===== src/rtl/opb_regbank_pkg.sv =====
// Shared constants, FSM encoding, request payload and address helper for the
// OPB control-register bank.
package opb_regbank_pkg;

    localparam int unsigned WORD_W     = 32;
    localparam int unsigned BYTE_W     = 8;
    localparam int unsigned NUM_LANES  = WORD_W / BYTE_W;
    // OPB numbers bits MSB-first, so bit 31 is the word's LSB
    localparam int unsigned COMMIT_BIT = 31;

    localparam logic [0:0] ST_IDLE = 1'b0;
    localparam logic [0:0] ST_ACK  = 1'b1;

    typedef struct packed {
        logic                 rnw;
        logic [NUM_LANES-1:0] be;
        logic [WORD_W-1:0]    addr;
        logic [WORD_W-1:0]    data;
    } opb_req_t;

    function automatic logic [WORD_W-1:0] word_offset(input logic [WORD_W-1:0] addr,
                                                      input logic [WORD_W-1:0] base);
        logic [WORD_W-1:0] diff;
        diff = addr - base;
        return {2'b00, diff[WORD_W-1:2]};
    endfunction

endpackage


===== src/rtl/opb_register_bank_ppc2simulink_if.sv =====
// OPB master/slave signal bundle for the control-register bank.
interface opb_register_bank_ppc2simulink_if #(
    parameter int unsigned AWIDTH = 32,
    parameter int unsigned DWIDTH = 32
);
    logic [0:AWIDTH-1]   OPB_ABus;
    logic [0:DWIDTH/8-1] OPB_BE;
    logic [0:DWIDTH-1]   OPB_DBus;
    logic                OPB_RNW;
    logic                OPB_select;
    logic                OPB_seqAddr;
    logic [0:DWIDTH-1]   Sl_DBus;
    logic                Sl_xferAck;
    logic                Sl_errAck;
    logic                Sl_retry;
    logic                Sl_toutSup;

    modport master (
        output OPB_ABus, OPB_BE, OPB_DBus, OPB_RNW, OPB_select, OPB_seqAddr,
        input  Sl_DBus, Sl_xferAck, Sl_errAck, Sl_retry, Sl_toutSup
    );

    modport slave (
        input  OPB_ABus, OPB_BE, OPB_DBus, OPB_RNW, OPB_select, OPB_seqAddr,
        output Sl_DBus, Sl_xferAck, Sl_errAck, Sl_retry, Sl_toutSup
    );
endinterface


===== src/rtl/opb_regbank_byte_reg.sv =====
// One 32-bit control register: byte-enable shadow plus optional committed
// output stage.
module opb_regbank_byte_reg
    import opb_regbank_pkg::*;
#(
    parameter bit                DOUBLE_BUFFER = 1'b1,
    parameter logic [WORD_W-1:0] RESET_VALUE   = '0
) (
    input  logic                 clk,
    input  logic                 rst_n,
    input  logic                 wr_en_i,
    input  logic [NUM_LANES-1:0] be_i,
    input  logic [WORD_W-1:0]    wdata_i,
    input  logic                 commit_i,
    output logic [WORD_W-1:0]    shadow_o,
    output logic [WORD_W-1:0]    data_o
);

    logic [WORD_W-1:0] shadow_q, shadow_d;

    always_comb begin
        shadow_d = shadow_q;
        if (wr_en_i) begin
            for (int j = 0; j < int'(NUM_LANES); j++) begin
                if (be_i[j]) begin
                    shadow_d[j*BYTE_W +: BYTE_W] = wdata_i[j*BYTE_W +: BYTE_W];
                end
            end
        end
    end

    always_ff @(posedge clk or negedge rst_n) begin
        if (!rst_n) begin
            shadow_q <= RESET_VALUE;
        end else begin
            shadow_q <= shadow_d;
        end
    end

    assign shadow_o = shadow_q;

    generate
        if (DOUBLE_BUFFER) begin : g_dbuf
            logic [WORD_W-1:0] data_q;

            // Commit samples the pre-write shadow so a same-edge write lands next time
            always_ff @(posedge clk or negedge rst_n) begin
                if (!rst_n) begin
                    data_q <= RESET_VALUE;
                end else if (commit_i) begin
                    data_q <= shadow_q;
                end
            end

            assign data_o = data_q;
        end else begin : g_direct
            logic unused_commit;
            assign unused_commit = commit_i;
            assign data_o        = shadow_q;
        end
    endgenerate

endmodule


===== src/rtl/opb_register_bank_ppc2simulink.sv =====
// OPB slave exposing C_NUM_REGS software-written control registers to the
// fabric, with byte-enable writes, read-back and atomic commit.
module opb_register_bank_ppc2simulink
    import opb_regbank_pkg::*;
#(
    parameter logic [31:0]  C_BASEADDR      = 32'h0108_0000,
    parameter logic [31:0]  C_HIGHADDR      = 32'h0108_00FF,
    parameter int unsigned  C_OPB_AWIDTH    = 32,
    parameter int unsigned  C_OPB_DWIDTH    = 32,
    parameter int unsigned  C_NUM_REGS      = 4,
    parameter int unsigned  C_DOUBLE_BUFFER = 1,
    parameter logic [31:0]  C_RESET_VALUE   = 32'h0000_0000
) (
    input  logic                         OPB_Clk,
    input  logic                         OPB_Rst_n,
    opb_register_bank_ppc2simulink_if.slave opb,
    input  logic                         user_commit_req,
    output logic [WORD_W*C_NUM_REGS-1:0] user_data_out,
    output logic [C_NUM_REGS-1:0]        user_wr_strobe,
    output logic                         user_commit
);

    localparam int unsigned     AW   = C_OPB_AWIDTH;
    localparam int unsigned     DW   = C_OPB_DWIDTH;
    localparam logic [AW-1:0]   BASE = AW'(C_BASEADDR);
    localparam logic [AW-1:0]   HIGH = AW'(C_HIGHADDR);

    opb_req_t            req;
    logic                hit;
    logic [WORD_W-1:0]   offset;
    logic [WORD_W-1:0]   rd_word;
    logic [WORD_W-1:0]   shadow [C_NUM_REGS];
    logic [C_NUM_REGS-1:0] wr_sel;
    logic                commit_now;

    logic [0:0]            state_q, state_d;
    logic                  ack_q, ack_d;
    logic [DW-1:0]         rdata_q, rdata_d;
    logic [C_NUM_REGS-1:0] strobe_q, strobe_d;
    logic                  commit_q, commit_d;
    logic                  dirty_q, dirty_d;

    assign req = '{rnw:  opb.OPB_RNW,
                   be:   NUM_LANES'(opb.OPB_BE),
                   addr: WORD_W'(opb.OPB_ABus),
                   data: WORD_W'(opb.OPB_DBus)};

    assign hit    = (opb.OPB_ABus >= BASE) && (opb.OPB_ABus <= HIGH);
    assign offset = word_offset(req.addr, WORD_W'(BASE));

    // Read-back mux: shadows, then the commit/dirty word, anything else reads 0
    always_comb begin
        rd_word = '0;
        for (int i = 0; i < int'(C_NUM_REGS); i++) begin
            if (offset == WORD_W'(i)) begin
                rd_word = shadow[i];
            end
        end
        if (offset == WORD_W'(C_NUM_REGS)) begin
            rd_word = {{(WORD_W-1){1'b0}}, dirty_q};
        end
    end

    always_comb begin
        state_d    = state_q;
        ack_d      = 1'b0;
        rdata_d    = '0;
        wr_sel     = '0;
        commit_now = user_commit_req;
        dirty_d    = dirty_q;

        case (state_q)
            ST_IDLE: begin
                if (opb.OPB_select && hit) begin
                    state_d = ST_ACK;
                    ack_d   = 1'b1;
                    if (req.rnw) begin
                        rdata_d = DW'(rd_word);
                    end else begin
                        for (int i = 0; i < int'(C_NUM_REGS); i++) begin
                            wr_sel[i] = (offset == WORD_W'(i));
                        end
                        if ((offset == WORD_W'(C_NUM_REGS)) && opb.OPB_DBus[COMMIT_BIT]) begin
                            commit_now = 1'b1;
                        end
                    end
                end
            end
            ST_ACK:  state_d = ST_IDLE;
            default: state_d = ST_IDLE;
        endcase

        // A shadow write on a commit edge leaves fresh data pending
        if (|wr_sel) begin
            dirty_d = 1'b1;
        end else if (commit_now) begin
            dirty_d = 1'b0;
        end

        strobe_d = wr_sel;
        commit_d = commit_now;
    end

    always_ff @(posedge OPB_Clk or negedge OPB_Rst_n) begin
        if (!OPB_Rst_n) begin
            state_q  <= ST_IDLE;
            ack_q    <= 1'b0;
            rdata_q  <= '0;
            strobe_q <= '0;
            commit_q <= 1'b0;
            dirty_q  <= 1'b0;
        end else begin
            state_q  <= state_d;
            ack_q    <= ack_d;
            rdata_q  <= rdata_d;
            strobe_q <= strobe_d;
            commit_q <= commit_d;
            dirty_q  <= dirty_d;
        end
    end

    generate
        for (genvar i = 0; i < int'(C_NUM_REGS); i++) begin : g_reg
            opb_regbank_byte_reg #(
                .DOUBLE_BUFFER (C_DOUBLE_BUFFER != 0),
                .RESET_VALUE   (C_RESET_VALUE)
            ) u_reg (
                .clk      (OPB_Clk),
                .rst_n    (OPB_Rst_n),
                .wr_en_i  (wr_sel[i]),
                .be_i     (req.be),
                .wdata_i  (req.data),
                .commit_i (commit_now),
                .shadow_o (shadow[i]),
                .data_o   (user_data_out[i*WORD_W +: WORD_W])
            );
        end
    endgenerate

    assign opb.Sl_DBus    = rdata_q;
    assign opb.Sl_xferAck = ack_q;
    assign opb.Sl_errAck  = 1'b0;
    assign opb.Sl_retry   = 1'b0;
    assign opb.Sl_toutSup = 1'b0;

    assign user_wr_strobe = strobe_q;
    assign user_commit    = commit_q;

    logic unused_ok;
    assign unused_ok = ^{1'b0, opb.OPB_seqAddr};

endmodule


===== src/flat_wrapper.sv =====
// flat-port wrapper written by rule: the top's interface ports become plain ports
module opb_register_bank_ppc2simulink_flat import opb_regbank_pkg::*;
#(
    parameter logic [31:0]  C_BASEADDR      = 32'h0108_0000,
    parameter logic [31:0]  C_HIGHADDR      = 32'h0108_00FF,
    parameter int unsigned  C_OPB_AWIDTH    = 32,
    parameter int unsigned  C_OPB_DWIDTH    = 32,
    parameter int unsigned  C_NUM_REGS      = 4,
    parameter int unsigned  C_DOUBLE_BUFFER = 1,
    parameter logic [31:0]  C_RESET_VALUE   = 32'h0000_0000
)
  (OPB_Clk, OPB_Rst_n, user_commit_req, user_data_out, user_wr_strobe, user_commit, opb_OPB_ABus, opb_OPB_BE, opb_OPB_DBus, opb_OPB_RNW, opb_OPB_select, opb_OPB_seqAddr, opb_Sl_DBus, opb_Sl_xferAck, opb_Sl_errAck, opb_Sl_retry, opb_Sl_toutSup);
  opb_register_bank_ppc2simulink_if opb_i ();
  input  logic OPB_Clk;
  input  logic OPB_Rst_n;
  input  logic user_commit_req;
  output logic [WORD_W*C_NUM_REGS-1:0] user_data_out;
  output logic [C_NUM_REGS-1:0] user_wr_strobe;
  output logic user_commit;
  input wire logic [$bits(opb_i.OPB_ABus)-1:0] opb_OPB_ABus;
  input wire logic [$bits(opb_i.OPB_BE)-1:0] opb_OPB_BE;
  input wire logic [$bits(opb_i.OPB_DBus)-1:0] opb_OPB_DBus;
  input wire logic [$bits(opb_i.OPB_RNW)-1:0] opb_OPB_RNW;
  input wire logic [$bits(opb_i.OPB_select)-1:0] opb_OPB_select;
  input wire logic [$bits(opb_i.OPB_seqAddr)-1:0] opb_OPB_seqAddr;
  output wire logic [$bits(opb_i.Sl_DBus)-1:0] opb_Sl_DBus;
  output wire logic [$bits(opb_i.Sl_xferAck)-1:0] opb_Sl_xferAck;
  output wire logic [$bits(opb_i.Sl_errAck)-1:0] opb_Sl_errAck;
  output wire logic [$bits(opb_i.Sl_retry)-1:0] opb_Sl_retry;
  output wire logic [$bits(opb_i.Sl_toutSup)-1:0] opb_Sl_toutSup;
  assign opb_i.OPB_ABus = opb_OPB_ABus;
  assign opb_i.OPB_BE = opb_OPB_BE;
  assign opb_i.OPB_DBus = opb_OPB_DBus;
  assign opb_i.OPB_RNW = opb_OPB_RNW;
  assign opb_i.OPB_select = opb_OPB_select;
  assign opb_i.OPB_seqAddr = opb_OPB_seqAddr;
  assign opb_Sl_DBus = opb_i.Sl_DBus;
  assign opb_Sl_xferAck = opb_i.Sl_xferAck;
  assign opb_Sl_errAck = opb_i.Sl_errAck;
  assign opb_Sl_retry = opb_i.Sl_retry;
  assign opb_Sl_toutSup = opb_i.Sl_toutSup;
  opb_register_bank_ppc2simulink #(.C_BASEADDR(C_BASEADDR), .C_HIGHADDR(C_HIGHADDR), .C_OPB_AWIDTH(C_OPB_AWIDTH), .C_OPB_DWIDTH(C_OPB_DWIDTH), .C_NUM_REGS(C_NUM_REGS), .C_DOUBLE_BUFFER(C_DOUBLE_BUFFER), .C_RESET_VALUE(C_RESET_VALUE)) u_core (.OPB_Clk(OPB_Clk), .OPB_Rst_n(OPB_Rst_n), .opb(opb_i), .user_commit_req(user_commit_req), .user_data_out(user_data_out), .user_wr_strobe(user_wr_strobe), .user_commit(user_commit));
endmodule

===== config.mk =====
export PLATFORM = sky130hd
export DESIGN_NAME = opb_register_bank_ppc2simulink_flat
export DESIGN_NICKNAME = d
export VERILOG_FILES = /design/src/rtl/opb_regbank_pkg.sv /design/src/rtl/opb_register_bank_ppc2simulink_if.sv /design/src/rtl/opb_regbank_byte_reg.sv /design/src/rtl/opb_register_bank_ppc2simulink.sv /design/src/flat_wrapper.sv
export SDC_FILE = /design/constraint.sdc
export NUM_CORES = 1
export LEC_CHECK = 0
export CORE_MARGIN = 5
export CORE_UTILIZATION = 35
export DETAILED_ROUTE_END_ITERATION = 6
export DONT_BUFFER_PORTS = 1
export GPL_ROUTABILITY_DRIVEN = 0
export HOLD_SLACK_MARGIN = 0.12
export PLACE_DENSITY = 0.51
export SLEW_MARGIN = 20
export SYNTH_ARGS = -nofsm -noshare
export SYNTH_HDL_FRONTEND = slang
export SYNTH_SLANG_ARGS = --single-unit
export TNS_END_PERCENT = 100

===== constraint.sdc =====
create_clock -name OPB_Clk -period 2.2 [get_ports OPB_Clk]
set_input_delay 0.33 -clock OPB_Clk [delete_from_list [all_inputs] [get_ports OPB_Clk]]
set_output_delay 0.33 -clock OPB_Clk [all_outputs]
set_load 0.005 [all_outputs]

# --- Word level (Yosys, flattened, before mapping) ---
# Index checks and enable logic that the tools add are counted.
word_totals:
  reg_bits: 296
  out_inout_bits: 169
op_classes:
  bitwise: 1
  reduce_logical: 22
  n_eq_ne: 4
  n_lt_le_gt_ge: 2
  n_mux: 20
  add_sub_neg: 1
op_table:
  columns: ["operator", "count"]
  rows:
  - ["2-to-1 mux 32 bit", 8]
  - ["equality test 30 x 2 -> 1 bit, second input constant", 2]
  - ["greater-or-equal comparator 32 x 25 -> 1 bit, second input constant", 1]
  - ["<= comparator 32 x 25 -> 1 bit, second input constant", 1]
  - ["zero test 32 bit", 1]
  - ["AND reduction 2 bit", 16]
  - ["subtractor 32 x 25 -> 32 bit, second input constant", 1]
  - ["equality test 30 x 1 -> 1 bit, second input constant", 1]
  - ["equality test 30 x 3 -> 1 bit, second input constant", 1]
  - ["2-to-1 mux 4 bit", 3]
  - ["2-to-1 mux 1 bit", 8]
  - ["OR reduction 4 bit", 1]
  - ["logical AND 1 bit", 3]
  - ["one-hot mux 1 bit (2 select lines)", 1]
  - ["nonzero test 2 bit", 1]
  - ["inverter 1 bit", 1]

# --- Longest topological paths before layout ---
logic_depth:
  ltp_word: 10
  ltp_mapped: 10
  mapped_depth_nobuf: 7

# --- Modules after synthesis ---
# From an unflattened synthesis, not the netlist that was laid out.
hier_totals:
  cells_unflattened: 710
  area_unflattened_um2: 11868.9
modules_own_cells:
  columns: ["module", "cells_each", "area_per_inst_um2", "instances"]
  rows:
  - ["opb_regbank_byte_reg", 136, 2396.0, 4]
  - ["opb_register_bank_ppc2simulink", 166, 2284.7, 1]

# --- Worst setup path before layout ---
# No wires, ideal clock.
synth_timing:
  path_type: "input port to flip-flop"
  from: "in opb_OPB_ABus[19]"
  to: "reg u_core.g_reg[0].u_reg.g_dbuf.data_q[0]"
  arrival_ns: 2.073
  cell_stages: 10
  required_time_ns: 2.075
  path_buffers: 3
  slack_ns: 0.002
  cell_sequence: "inv_1 > ha_1 > nor4b_1 > and4_1 > buf_2 > nand4_4 > o21ba_1 > buf_6 > buf_6 > mux2_4"
synth_between:
  elab_chain_cells: 7
synth_rtl:
  columns: ["element", "line_no", "text"]
  rows:
  - ["from (decl)", "flat_wrapper.sv:20", "input wire logic [$bits(opb_i.OPB_ABus)-1:0] opb_OPB_ABus;"]
  - ["subtractor 32 x 25 -> 32 bit", "opb_regbank_pkg.sv:24", "diff = addr - base;"]
  - ["equality test 30 x 3 -> 1 bit", "opb_register_bank_ppc2simulink.sv:83", "if ((offset == WORD_W'(C_NUM_REGS)) && opb.OPB_DBus[COMMIT_BIT]) begin"]
  - ["logical AND 1 bit", "opb_register_bank_ppc2simulink.sv:83", null]
  - ["2-to-1 mux 1 bit", "opb_register_bank_ppc2simulink.sv:83", null]
  - ["2-to-1 mux 1 bit", "opb_register_bank_ppc2simulink.sv:77", "if (req.rnw) begin"]
  - ["2-to-1 mux 1 bit (*)", "opb_register_bank_ppc2simulink.sv:74", "if (opb.OPB_select && hit) begin"]
  - ["2-to-1 mux 1 bit (*)", "opb_register_bank_ppc2simulink.sv:72", "case (state_q)"]
  - ["to (signal assigned)", "opb_regbank_byte_reg.sv:51", "data_q <= shadow_q;"]
  - ["to (decl)", "opb_regbank_byte_reg.sv:44", "logic [WORD_W-1:0] data_q;"]
# Every way passes the cells marked *; elsewhere a longest branch is shown, timed or not.
# A chain may end at the register's enable or synchronous reset.

==> results by group <==
Setup path
  • Crit-path max FO: 33
  • Startpoint Class: flop
  • Worst EP arrival: 2500 ps
  • Worst reg-to-reg path cell count: 7
  • Setup crit end kind: flop
  • WS Path Type: flop to flop
  • Reg2reg start: u_core.opb.Sl_xferAck
  • Worst Path Required: 2600 ps
  • CP Launch Point: u_core.opb.Sl_xferAck

Yosys
  • Primary FF master, synth: dfrtp_1
  • Post-synth EDFFs: 0
  • Register area share after synthesis: 60.4%
  • Synth area leader: dfrtp_1
  • Ranking of synthesized cells by area: dfrtp_1 60%, mux2_2 15%, mux2_4 12%, mux4_2 5.9%, nor2b_1 1.6%
  • Cell Area, Synth: 12,200 sq um
  • Syn_area_per_cell: 17.2 sq um
  • Seq cells post-synth: 295
  • Adder-Cell Fraction of Synth Area: 0.102%
  • Count of cell types in the netlist: 35
  • Compound-Gate Fraction of Synth Area: 0.194%
  • Mux share of post-synthesis cell area: 32.5%
  • Share of the synthesized area in the top cell type: 60.4%
  • Async S/R FF share, synth: 100%
  • XOR/XNOR Fraction of Synth Area: 0.143%
  • Post-Synth Simple-Gate Area: 4.68%
  • Post-Synthesis Cells: 711
  • Main combinational cell family by area after synthesis: multiplexers
  • Yosys warning count: 0

Floorplan
  • Core Area: 34,500 sq um
  • Vert. Die Dim: 197 microns
  • # rows: 68
  • Initial cell density of the core: 35.4%
  • I/O pins: 243
  • Die Wd: 197 microns
  • Die Area: 38,800 sq um

Power
  • Lkg Pwr: 7.18 nW
  • Worst VDD drop: 0.000489 V
  • Power per cell area: 810 nW/um^2

Timing
  • Setup WS post-layout: 94.2 ps
  • TNS Setup: 0 ps
  • Fmax: 475 MHz
  • Rel. slew slack: 26.2%
  • Final hold slack: -486 ps
  • RSZ-0062 raised after global routing: no
  • Final Max Tran Viols: 0
  • Final setup violating endpoints: 0
  • Post-layout min period: 2110 ps
  • Final period util: 95.7%
  • Worst Skew: 10.0 ps
  • Worst-margin pin slew: 1110 ps
  • Final Hold Fails: 295

Clock network
  • CTS tree: yes
  • Clock Latency Late Sink: 510 ps
  • CTS sink count: 295
  • Root Buffer: clkbuf_16
  • Hold Buf Count CTS: 39
  • Htree depth: 2
  • Reg clk slew, reported paths: 60 ps
  • Post-CTS Setup Inserts: 0
  • CTS buffer count: 34
  • CTS max path bufs: 3

Flow run
  • MaxCap Viol Count: 0

Final layout
  • Nets: 867
  • Commonest non-fill, non-tap cell in the layout: dfrtp_1
  • Highest-count cells in the layout ignoring fill and taps: 295 x dfrtp_1, 158 x mux2_2, 98 x mux2_4
  • Ant diodes: 0
  • Area Growth Syn to Fin: 21.5%
  • Non-Filler Instances: 1,270
  • Layout cells sized above 1: 49.6%

Global routing
  • Vias in the first global route: 7,007
  • Largest net degree at the start of global routing: 296
  • First-pass GRT wire length: 46.5 mm
  • GRT Residual Overflow: 0
  • GRT Total Usage: 15.6%
  • Initial antenna violation count: 2

Detailed routing
  • Residual DRC: 0
  • Starting DRT DRC Count: 209
  • Wire per inst: 24.4 microns
  • Final ANT Viol Nets: 0
  • Drt total wl: 31.0 mm
  • Vias/cell: 4.98
  • Drt pass-1 iters: 6
  • Vias: 6,326

Min path
  • Hold Crit Class: input pin to asynchronous set/reset pin

Placed design
  • Inst Count DP: 1,170
  • Dpl ws: -277 ps
  • Hpwl dp: 19.6 mm
  • Buffers on Ports: 0

Status
  • Violated checks: hold timing
  • Run status: finished, violations left
==> routing by layer <==
metal	up-vias	global-route usage [%]	routed length (microns)
met2	172	24.9	14900
met1	3388	20.4	13100
li1	2720	-	-
met3	42	5.71	2320
met5	-	0	34
met4	4	3.93	580
==> cells by family after synthesis <==
group | count (synthesis)
other | 1
AOI/OAI and AO/OA | 3
and+or+nand+nor | 83
buffers and inverters | 38
adders and majority gates | 1
DFF | 295
xor gates and xnor gates | 2
muxes | 288
==> sequential cells by signal (all words and copies together) (netlist names) <==
signal and flops:
u_core.user_commit 1, u_core.opb.Sl_DBus 32, u_core.dirty_q 1, u_core.opb.Sl_xferAck 1
u_core.g.u_reg.data_o 128, u_core.g.u_reg.shadow_o 128, u_core.user_wr_strobe 4
==> through the flow <==
| stage | total power, mW | utilization (%) | cell area (sq um) |
|---|---|---|---|
| floorplan | 5.72 | - | 12200 |
| global placement | 5.70 | 37.8 | 13100 |
| detailed placement | 5.71 | 37.8 | 13100 |
| CTS | 12.2 | 42.7 | 14800 |
| global route | 12.4 | 43.0 | 14900 |
| finish | 12.0 | 43.0 | 14900 |
==> synthesized netlist by cell type (all sizes together) (2+ instances only) <==
cell type,n
nor3,9
mux2,256
clkbuf,14
nor4b,4
inv,3
nand2b,4
dfrtp,295
and4,2
buf,21
nor4,2
nand3,2
mux4,32
nand4,3
nor2,13
nor2b,32
nor3b,6
and3,2
==> worst max-delay path: stages (launching register included) <==
cell     delay (ps)
dfrtp_1         390
nor4_2          150
and4_1          270
buf_12          130
nand4_4         110
o21ba_4         360
buf_12          230
mux2_4          320
==> path summary, 6_finish.rpt <==
path / slack [ps] / to
min reg2reg: 480 / u_core.dirty_q
min: -490 / u_core.g_reg[3].u_reg.data_o[6]
max in group asynchronous: 1780 / u_core.g_reg[1].u_reg.data_o[31]
max: 90 / u_core.g_reg[3].u_reg.data_o[11]
min in group OPB_Clk: 160 / u_core.opb.Sl_DBus[11]
max reg2reg: 90 / u_core.g_reg[3].u_reg.data_o[11]
==> cell type report <==
class	instances	area (sq um)
clock inverters	8	215
clock buffers	51	1070
flip-flops and latches	295	7380
multi-input cells	380	4640
inverters	3	11.3
repair buffers	78	963
well taps	455	569
fillers	3090	19700
==> repair_timing <==
action,4_1_cts,5_1_grt
setup endpoints to repair,46,205
pin swaps,1,2
gates resized for setup,3,12
cloned,0,2
endpoints found under the hold margin,441,295
==> where the power goes <==
part | internal, mW | switching [mW]
Clock | 4.16 | 2.16
Sequential | 5.43 | 0.000485
Combinational | 0.148 | 0.141
Total | 9.74 | 2.30
(Power assumes the default switching activity.)
